--- config.mk ---
export PLATFORM = sky130hd
export DESIGN_NAME = fp16_unpack
export DESIGN_NICKNAME = d
export VERILOG_FILES = /design/src/rtl/fp16_unpack.sv
export SDC_FILE = /design/constraint.sdc
export NUM_CORES = 1
export LEC_CHECK = 0
export ABC_AREA = 0
export CAP_MARGIN = 0
export CORE_MARGIN = 10
export CORE_UTILIZATION = 50
export DETAILED_ROUTE_END_ITERATION = 10
export PLACE_DENSITY = 0.93
export REMOVE_ABC_BUFFERS = 1
export SLEW_MARGIN = 20
export SYNTH_ARGS = -nofsm -noshare
export SYNTH_HDL_FRONTEND = slang
export SYNTH_SLANG_ARGS = --single-unit
export TNS_END_PERCENT = 1
--- constraint.sdc ---
create_clock -name clk -period 3.61 [get_ports clk]
set_clock_uncertainty 0.15 [all_clocks]
set_input_delay 0.361 -clock clk [delete_from_list [all_inputs] [get_ports clk]]
set_output_delay 0.361 -clock clk [all_outputs]
set_load 0.02 [all_outputs]
--- src/rtl/fp16_unpack.sv ---
// FP16 unpack stage feeding the digit-by-digit square-root core.
// Classifies one binary16 word, normalises subnormals one bit per clock and strobes n_valid.
module fp16_unpack #(
  parameter int BIAS = 15
) (
  input  logic              clk,
  input  logic              rst,
  input  logic              enable,
  input  logic              in_valid,
  input  logic [15:0]       in_data,
  output logic              in_ready,
  input  logic              done_in,
  output logic              n_valid,
  output logic              is_nan_out,
  output logic              is_pinf_out,
  output logic              is_ninf_out,
  output logic              is_num_out,
  output logic              is_zero_out,
  output logic [10:0]       mant_out,
  output logic signed [6:0] exp_out
);

  typedef enum logic [1:0] {
    IDLE,
    NORM,
    ISSUE,
    WAIT
  } state_t;

  state_t             state_q, state_d;
  logic               nValid_q, nValid_d;
  logic               isNan_q, isNan_d;
  logic               isPinf_q, isPinf_d;
  logic               isNinf_q, isNinf_d;
  logic               isNum_q, isNum_d;
  logic               isZero_q, isZero_d;
  logic [10:0]        mant_q, mant_d;
  logic signed [6:0]  exp_q, exp_d;

  logic               inSign;
  logic [4:0]         inExp;
  logic [9:0]         inFrac;
  logic               expAllOnes;
  logic               expAllZeros;
  logic               fracIsZero;

  assign inSign      = in_data[15];
  assign inExp       = in_data[14:10];
  assign inFrac      = in_data[9:0];
  assign expAllOnes  = (inExp == 5'h1f);
  assign expAllZeros = (inExp == 5'h00);
  assign fracIsZero  = (inFrac == 10'h000);

  assign in_ready = (state_q == IDLE) && enable && !rst;

  always_comb begin
    state_d  = state_q;
    nValid_d = 1'b0;
    isNan_d  = isNan_q;
    isPinf_d = isPinf_q;
    isNinf_d = isNinf_q;
    isNum_d  = isNum_q;
    isZero_d = isZero_q;
    mant_d   = mant_q;
    exp_d    = exp_q;

    case (state_q)
      IDLE: begin
        if (in_valid) begin
          isNan_d  = 1'b0;
          isPinf_d = 1'b0;
          isNinf_d = 1'b0;
          isNum_d  = 1'b0;
          isZero_d = 1'b0;
          mant_d   = 11'h000;
          exp_d    = 7'sd0;
          state_d  = ISSUE;
          nValid_d = 1'b1;
          if (expAllOnes && !fracIsZero) begin
            isNan_d = 1'b1;
          end else if (expAllOnes) begin
            isPinf_d = !inSign;
            isNinf_d = inSign;
          end else if (expAllZeros && fracIsZero) begin
            isNum_d  = 1'b1;
            isZero_d = 1'b1;
          end else if (inSign) begin
            // Negative nonzero finite: left unclassified so the root stage yields NaN.
            isNum_d = 1'b0;
          end else if (expAllZeros) begin
            isNum_d  = 1'b1;
            mant_d   = {1'b0, inFrac};
            exp_d    = 7'(1 - BIAS);
            state_d  = NORM;
            nValid_d = 1'b0;
          end else begin
            isNum_d = 1'b1;
            mant_d  = {1'b1, inFrac};
            exp_d   = $signed({2'b00, inExp}) - 7'(BIAS);
          end
        end
      end

      NORM: begin
        mant_d = {mant_q[9:0], 1'b0};
        exp_d  = exp_q - 7'sd1;
        if (mant_q[9] || (mant_q == 11'h000)) begin
          state_d  = ISSUE;
          nValid_d = 1'b1;
        end
      end

      ISSUE: begin
        state_d = WAIT;
      end

      WAIT: begin
        if (done_in) begin
          state_d = IDLE;
        end
      end

      default: begin
        state_d = IDLE;
      end
    endcase
  end

  // A low enable behaves like reset but takes effect on the clock edge.
  always_ff @(posedge clk or posedge rst) begin
    if (rst) begin
      state_q  <= IDLE;
      nValid_q <= 1'b0;
      isNan_q  <= 1'b0;
      isPinf_q <= 1'b0;
      isNinf_q <= 1'b0;
      isNum_q  <= 1'b0;
      isZero_q <= 1'b0;
      mant_q   <= 11'h000;
      exp_q    <= 7'sd0;
    end else if (!enable) begin
      state_q  <= IDLE;
      nValid_q <= 1'b0;
      isNan_q  <= 1'b0;
      isPinf_q <= 1'b0;
      isNinf_q <= 1'b0;
      isNum_q  <= 1'b0;
      isZero_q <= 1'b0;
      mant_q   <= 11'h000;
      exp_q    <= 7'sd0;
    end else begin
      state_q  <= state_d;
      nValid_q <= nValid_d;
      isNan_q  <= isNan_d;
      isPinf_q <= isPinf_d;
      isNinf_q <= isNinf_d;
      isNum_q  <= isNum_d;
      isZero_q <= isZero_d;
      mant_q   <= mant_d;
      exp_q    <= exp_d;
    end
  end

  assign n_valid     = nValid_q;
  assign is_nan_out  = isNan_q;
  assign is_pinf_out = isPinf_q;
  assign is_ninf_out = isNinf_q;
  assign is_num_out  = isNum_q;
  assign is_zero_out = isZero_q;
  assign mant_out    = mant_q;
  assign exp_out     = exp_q;

endmodule

==> reports/results.ini, run 1 <==
[global_routing]
grt_pass1_vias = 1657
grt-busiest-layer = met2
grt.total_usage_pct = 15.5
antenna_found_initial = 0
use_met1_pct = 18.9
grtUsageMet3_pct = 3.23
grt_pass1_wl_um = 7980
grt_max_degree = 28
grt_overflow_total = 0
use_met2_pct = 26.3

[route]
first_iter_violations = 196
dr.pass1.iters = 4
wl_um = 4820
drc_errors = 0
wl_per_cell_um = 18.0
ant_nets = 0
vias_per_cell = 6.24
routed-via-count = 1673

[min_path]
hold_class = in2async

[floorplan]
core_area_um2 = 3130
fp.dieH_um = 77.9
start_util_pct = 53.5
rows = 20
die_area_um2 = 6060
ioPinCount = 46
die_w_um = 77.9

[sta]
worstMarginPinSlew_ps = 766
fmax_ghz = 0.383
holdWs_ps = 229
max_slew_margin_pct = 48.9
slew_violations = 0
finalCritPeriodShare_pct = 72.3
period_needed_ps = 2610
setup_viol = 0
final-hold-violation-count = 0
setup_ws_ps = 1000
rsz0062_at_grt = false
tns_ps = 0

[clock_network]
cts_setup_buffers = 0
clockBufferDepth = 2
insertion_delay_ps = 330
clock-root-buffer = clkbuf_4
clkTransAtPathRegs_ps = 150
htreeDepth = 1
cts_hold_buf = 0
cts.sinks = 26
numCtsBuffers = 3
cts_resized = 0
cts_tree = done

[setup_path]
cpMaxStageDelayCell = ha_1
rr_startpoint = state_q[1]$_DFFE_PP0P_
critical_path_class = reg2reg
crit_path_frequent_cell = inv_1
endpoint_kind = register
path_cells = inv_1, ha_1, inv_1, a311o_1, and2_1, a311oi_1
r2r_cells = 6
worstPathMaxFanout = 22
cp.required_ps = 3670
r2r_end = state_q[0]$_DFFE_PP0P_
ff2ff_setup_slack_ps = 1000
crit_path_start_kind = register
max_stage_delay_ps = 650
worstPathArrival_ps = 2670

[synth]
async_reset_ff_share_pct = 100
synth_ff_type = dfrtp_1
yosysSeqAreaShare_pct = 38.9
syn_area_um2 = 1670
syn_avg_cell_area_um2 = 9.15
yosysWarnings = 0
ys_types = 48
synth_seq_cells = 26
netlist_instances = 183
synth_edf_count = 0

[power]
p_total_uw = 1420
leakagePower_uw = 0.000891
power_density_nw_per_um2 = 654
peakVddDrop_v = 0.000392

[finish]
mostFrequentLayoutCell = clkdlybuf4s50_1
area_growth_pct = 30.0
drive_above_1_share_pct = 6.25
final_nets = 255
mostFrequentLayoutCells = clkdlybuf4s50_1, dfrtp_1, nor2_1
n_antenna_cell = 0
utilization_pct = 69.6

[placement]
place_congestion = 0.830
dp_hpwl_um = 3560
io_buffer_count = 45
pre_cts_ws_ps = 806

[run_status]
status = complete, no violations

[run]
drv_cap = 0

-- routing by layer --
layer / vias to the layer above / routed length, um
met5: - / 0
met1: 810 / 2040
li1: 771 / -
met2: 82 / 2310
met3: 10 / 398
met4: 0 / 72
-- worst max-delay path: cells and delay by family (launching register included) --
kind                     cells  cell delay (ps)
buffers and inverters        2              410
AO/OA/AOI/OAI                2              650
flip-flops                   1              440
AND/OR/NAND/NOR              1              190
adder cells (fa/ha/maj)      1              650
-- synth_stat cells (3+ instances only) --
| master | number | area (um^2) |
|---|---|---|
| nand2b_1 | 3 | 18.8 |
| nand3_1 | 6 | 30.0 |
| nor4_1 | 4 | 25.0 |
| nand2_1 | 13 | 48.8 |
| inv_1 | 12 | 45.0 |
| nor3_1 | 12 | 60.1 |
| a21oi_1 | 11 | 55.1 |
| dfrtp_1 | 26 | 651 |
| a31oi_1 | 3 | 18.8 |
| clkbuf_1 | 6 | 22.5 |
| ha_1 | 8 | 100 |
| nor2_1 | 19 | 71.3 |
| o21ai_0 | 5 | 25.0 |
| or3_1 | 3 | 18.8 |
| a221oi_1 | 10 | 87.6 |
| nand4_1 | 4 | 25.0 |
-- sequential cells by signal, summed over array words and instances (netlist names) --
name         count
is_zero_out      1
is_nan_out       1
n_valid          1
is_num_out       1
mant_out        11
exp_out          7
state_q          2
is_ninf_out      1
is_pinf_out      1
-- area by class of cell --
cell class	count	area [um^2]
Fill cell	260	951
Multi-Input combinational cell	135	931
Sequential cell	26	651
Timing Repair Buffer	48	473
Tap cell	44	55.1
Inverter	12	45.0
Clock buffer	3	22.5
-- power breakdown --
part / internal (uW) / switching [uW] / total, uW
clock: 39.1 / 86.4 / 125
sequential: 368 / 91.9 / 460
combinational: 357 / 480 / 838
-- stage by stage --
stage               area [um^2]  std cells
detailed placement         2150        265
finish                     2180        268
CTS                        2180        268
global placement           2150        265
floorplan                  1630        173
global route               2180        268
-- worst max-delay path by stage --
stage               depth (start not counted)                endpoint  slack, ps                   start
CTS                                         4                in_ready       1040  state_q[1]$_DFFE_PP0P_
global route                                6  state_q[0]$_DFFE_PP0P_        870  state_q[1]$_DFFE_PP0P_
finish                                      6  state_q[0]$_DFFE_PP0P_       1000  state_q[1]$_DFFE_PP0P_
global placement                            8  exp_out[2]$_DFFE_PP0P_        930             in_data[10]
detailed placement                          8  exp_out[2]$_DFFE_PP0P_        810             in_data[10]
floorplan                                   6  exp_out[1]$_DFFE_PP0P_       1360             in_data[10]
-- cell families (layout without fill, tap and decap cells) --
family | after synthesis | after routing | synth area share (%)
compound gates | 49 | 49 | 21.6
xor+xnor | 2 | 2 | 1.05
fa+ha+maj | 8 | 8 | 5.98
buf+inv | 22 | 63 | 5.53
flops | 26 | 26 | 38.9
mux | 3 | 3 | 1.87
simple gates | 73 | 73 | 25.1
Note: power is estimated with default switching activity, not from simulation.
==> run 2: changes to the inputs <==
CORE_UTILIZATION = 43   (was 50)
PLACE_DENSITY = 0.86   (was 0.93)
clock period = 2.35 ns   (was 3.61 ns; I/O delays follow)
==> run 2 against run 1 <==
  * Register-to-register slack lost 700 ps
  * Wire length grew 0.66%
  * Worst setup slack lost 890 ps
  * Highest routed layer unchanged
  * Critical endpoint is now in_ready
  * Non-clock buffer count grew 13
  * Combinational power grew 61%
  * Sequential share of layout area shrank 2.1 points
  * Cell area grew 7.6%
  * Hold slack lost 49 ps
  * Clock-buffer cell count is the same
  * Clock power grew to 3.1 times the previous value
==> reports/results.ini, run 2 (synthesis results as in run 1) <==
[power]
p_comb_share_pct = 55.3  ; -3.6 points
leakagePower_uw = 0.000976  ; +9.6%
switching_share_pct = 42.3  ; -3.9 points
power_density_nw_per_um2 = 1040  ; +59%
power.sequential.fraction_pct = 29.0  ; -3.3 points
internal-power_uw = 1400  ; +83%
clock_power_share_pct = 15.7  ; +6.9 points
p_sw_uw = 1030  ; +56%
peakVddDrop_v = 0.000638  ; +63%
p_total_uw = 2430  ; +71%

[global_routing]
grt_overflow_total = 0  ; unchanged
antenna_found_initial = 0  ; unchanged
grt_pass1_vias = 1713  ; +3.4%
grt_pass1_wl_um = 8180  ; +2.5%
grt_max_degree = 27  ; -3.6%
grt.total_usage_pct = 14.9  ; -0.57 points

[setup_path]
worstPathArrival_ps = 1860  ; -810 ps
r2r_end = exp_out[6]$_DFFE_PP0P_
crit_path_start_kind = register
r2r_cells = 6  ; unchanged
ff2ff_setup_slack_ps = 300  ; -700 ps
cpMaxStageDelayCell = clkdlybuf4s50_1
setup.worst_path.start = state_q[0]$_DFFE_PP0P_
rr_startpoint = state_q[1]$_DFFE_PP0P_
endpoint_kind = primary output
path_cells = inv_1, ha_4, and3_1, clkdlybuf4s50_1
worstPathMaxFanout = 11  ; -50%
critical_path_class = reg2out
max_stage_delay_ps = 600  ; -50 ps
cp.required_ps = 1970  ; -1700 ps

[run]
drv_cap = 0  ; unchanged

[finish]
final_cells = 286  ; +6.7%
final_nets = 268  ; +5.1%
drive_above_1_share_pct = 12.6  ; +6.4 points
area_growth_pct = 40.0
mostFrequentLayoutCells = clkdlybuf4s50_1, dfrtp_1, nor2_1
mostFrequentLayoutCell = clkdlybuf4s50_1
n_antenna_cell = 0  ; unchanged
largest_reg_flops = 11  ; unchanged

[route]
wl_per_cell_um = 17.0  ; -5.7%
routed-via-count = 1692  ; +1.1%
wl_um = 4850  ; +0.66%
drc_errors = 0  ; unchanged
vias_per_cell = 5.92  ; -5.2%
ant_nets = 0  ; unchanged
dr.pass1.iters = 4  ; unchanged
first_iter_violations = 217  ; +11%

[clock_network]
clock-root-buffer = clkbuf_8
cts_tree = done
insertion_delay_ps = 280  ; -50 ps
clockBufferDepth = 2  ; unchanged
numCtsBuffers = 3  ; unchanged
cts.sinks = 26  ; unchanged
cts_hold_buf = 0  ; unchanged
clkTransAtPathRegs_ps = 100  ; -50 ps
htreeDepth = 1  ; unchanged

[placement]
post-place-cells = 282  ; +6.4%
pre_cts_ws_ps = -84.9  ; -891 ps
io_buffer_count = 45  ; unchanged
dp_hpwl_um = 3610  ; +1.6%
place_congestion = 0.931  ; +12%

[sta]
final-hold-violation-count = 0  ; unchanged
setup_viol = 0  ; unchanged
holdWs_ps = 180  ; -49.3 ps
setup_ws_ps = 108  ; -892 ps
fmax_ghz = 0.446
rsz0062_at_grt = false
slew_violations = 0  ; unchanged
worstMarginPinSlew_ps = 524  ; -242 ps
finalCritPeriodShare_pct = 95.4
max_slew_margin_pct = 64.1  ; +15 points
period_needed_ps = 2240

[floorplan]
core_area_um2 = 3720  ; +19%
ioPinCount = 46  ; unchanged
start_util_pct = 45.1  ; -8.5 points
die_w_um = 82.4  ; +5.8%
die_area_um2 = 6790  ; +12%
fp.dieH_um = 82.4  ; +5.8%
rows = 22  ; +10%

[run_status]
status = complete, no violations

[min_path]
hold_class = in2async

## run 2: cell count changes in the layout (fill, tap and decap cells not counted)
| cell | previous run | this run |
|---|---|---|
| bufinv_16 | 0 | 1 |
| clkbuf_8 | 0 | 3 |
| ha_2 | 0 | 1 |
| ha_1 | 8 | 6 |
| ha_4 | 0 | 1 |
| clkbuf_4 | 3 | 0 |
| buf_4 | 3 | 16 |
## run 2: timing repair
item,in CTS,in global routing
buffers inserted,0,0
setup endpoints to repair,1,1
pin swaps,0,0
resized for setup,1,2
## run 2: worst max-delay path, delay by kind of cell (launching register included)
| kind | cells | cell delay [ps] |
|---|---|---|
| buffers and inverters | 2 | 750 |
| flip-flops | 1 | 440 |
| adder cells (fa/ha/maj) | 1 | 230 |
| AND/OR/NAND/NOR | 1 | 160 |
## run 2: area by class of cell
cell class | count | area, um^2
Clock buffer | 3 | 41.3
Clock inverter | 1 | 30.0
Timing Repair Buffer | 61 | 571
Inverter | 12 | 45.0
Sequential cell | 26 | 651
Multi-Input combinational cell | 135 | 946
Tap cell | 48 | 60.1
Fill cell | 314 | 1370
## run 2: through the flow
step / cell area (um^2) / setup TNS, ps / util [%]
after global routing: 2340 / 0 / 63.1
after global placement: 2260 / -7.45 / 60.7
after floorplan: 1630 / 0 / -
final: 2340 / 0 / 63.1
after CTS: 2330 / 0 / 62.7
after detailed placement: 2260 / -672 / 60.7
## run 2: worst max path at each step
stage | to | slack, ps | cells past startpoint
detailed placement | exp_out[2]$_DFFE_PP0P_ | -80 | 8
global placement | exp_out[2]$_DFFE_PP0P_ | -6 | 8
global route | in_ready | 5 | 4
CTS | in_ready | 60 | 4
finish | in_ready | 110 | 4
floorplan | exp_out[4]$_DFFE_PP0P_ | 170 | 5
## run 2: power groups by stage
stage	registers [uW]	clock network (uW)	logic (uW)
floorplan	814	0	672
global placement	707	0	1280
detailed placement	709	0	1300
CTS	702	381	1320
global route	729	407	1480
finish	705	382	1350
## run 2: metal layers
metal,global-route usage (%),wire [um]
met1,18.5,1940
met2,24.4,2390
met3,5.51,514
met4,3.06,14
met5,0,0
==> run 3: changes to the inputs <==
TNS_END_PERCENT = 5   (was 1)
==> results of run 3 <==
Final layout, timing and power as in run 2 (identical DEF).
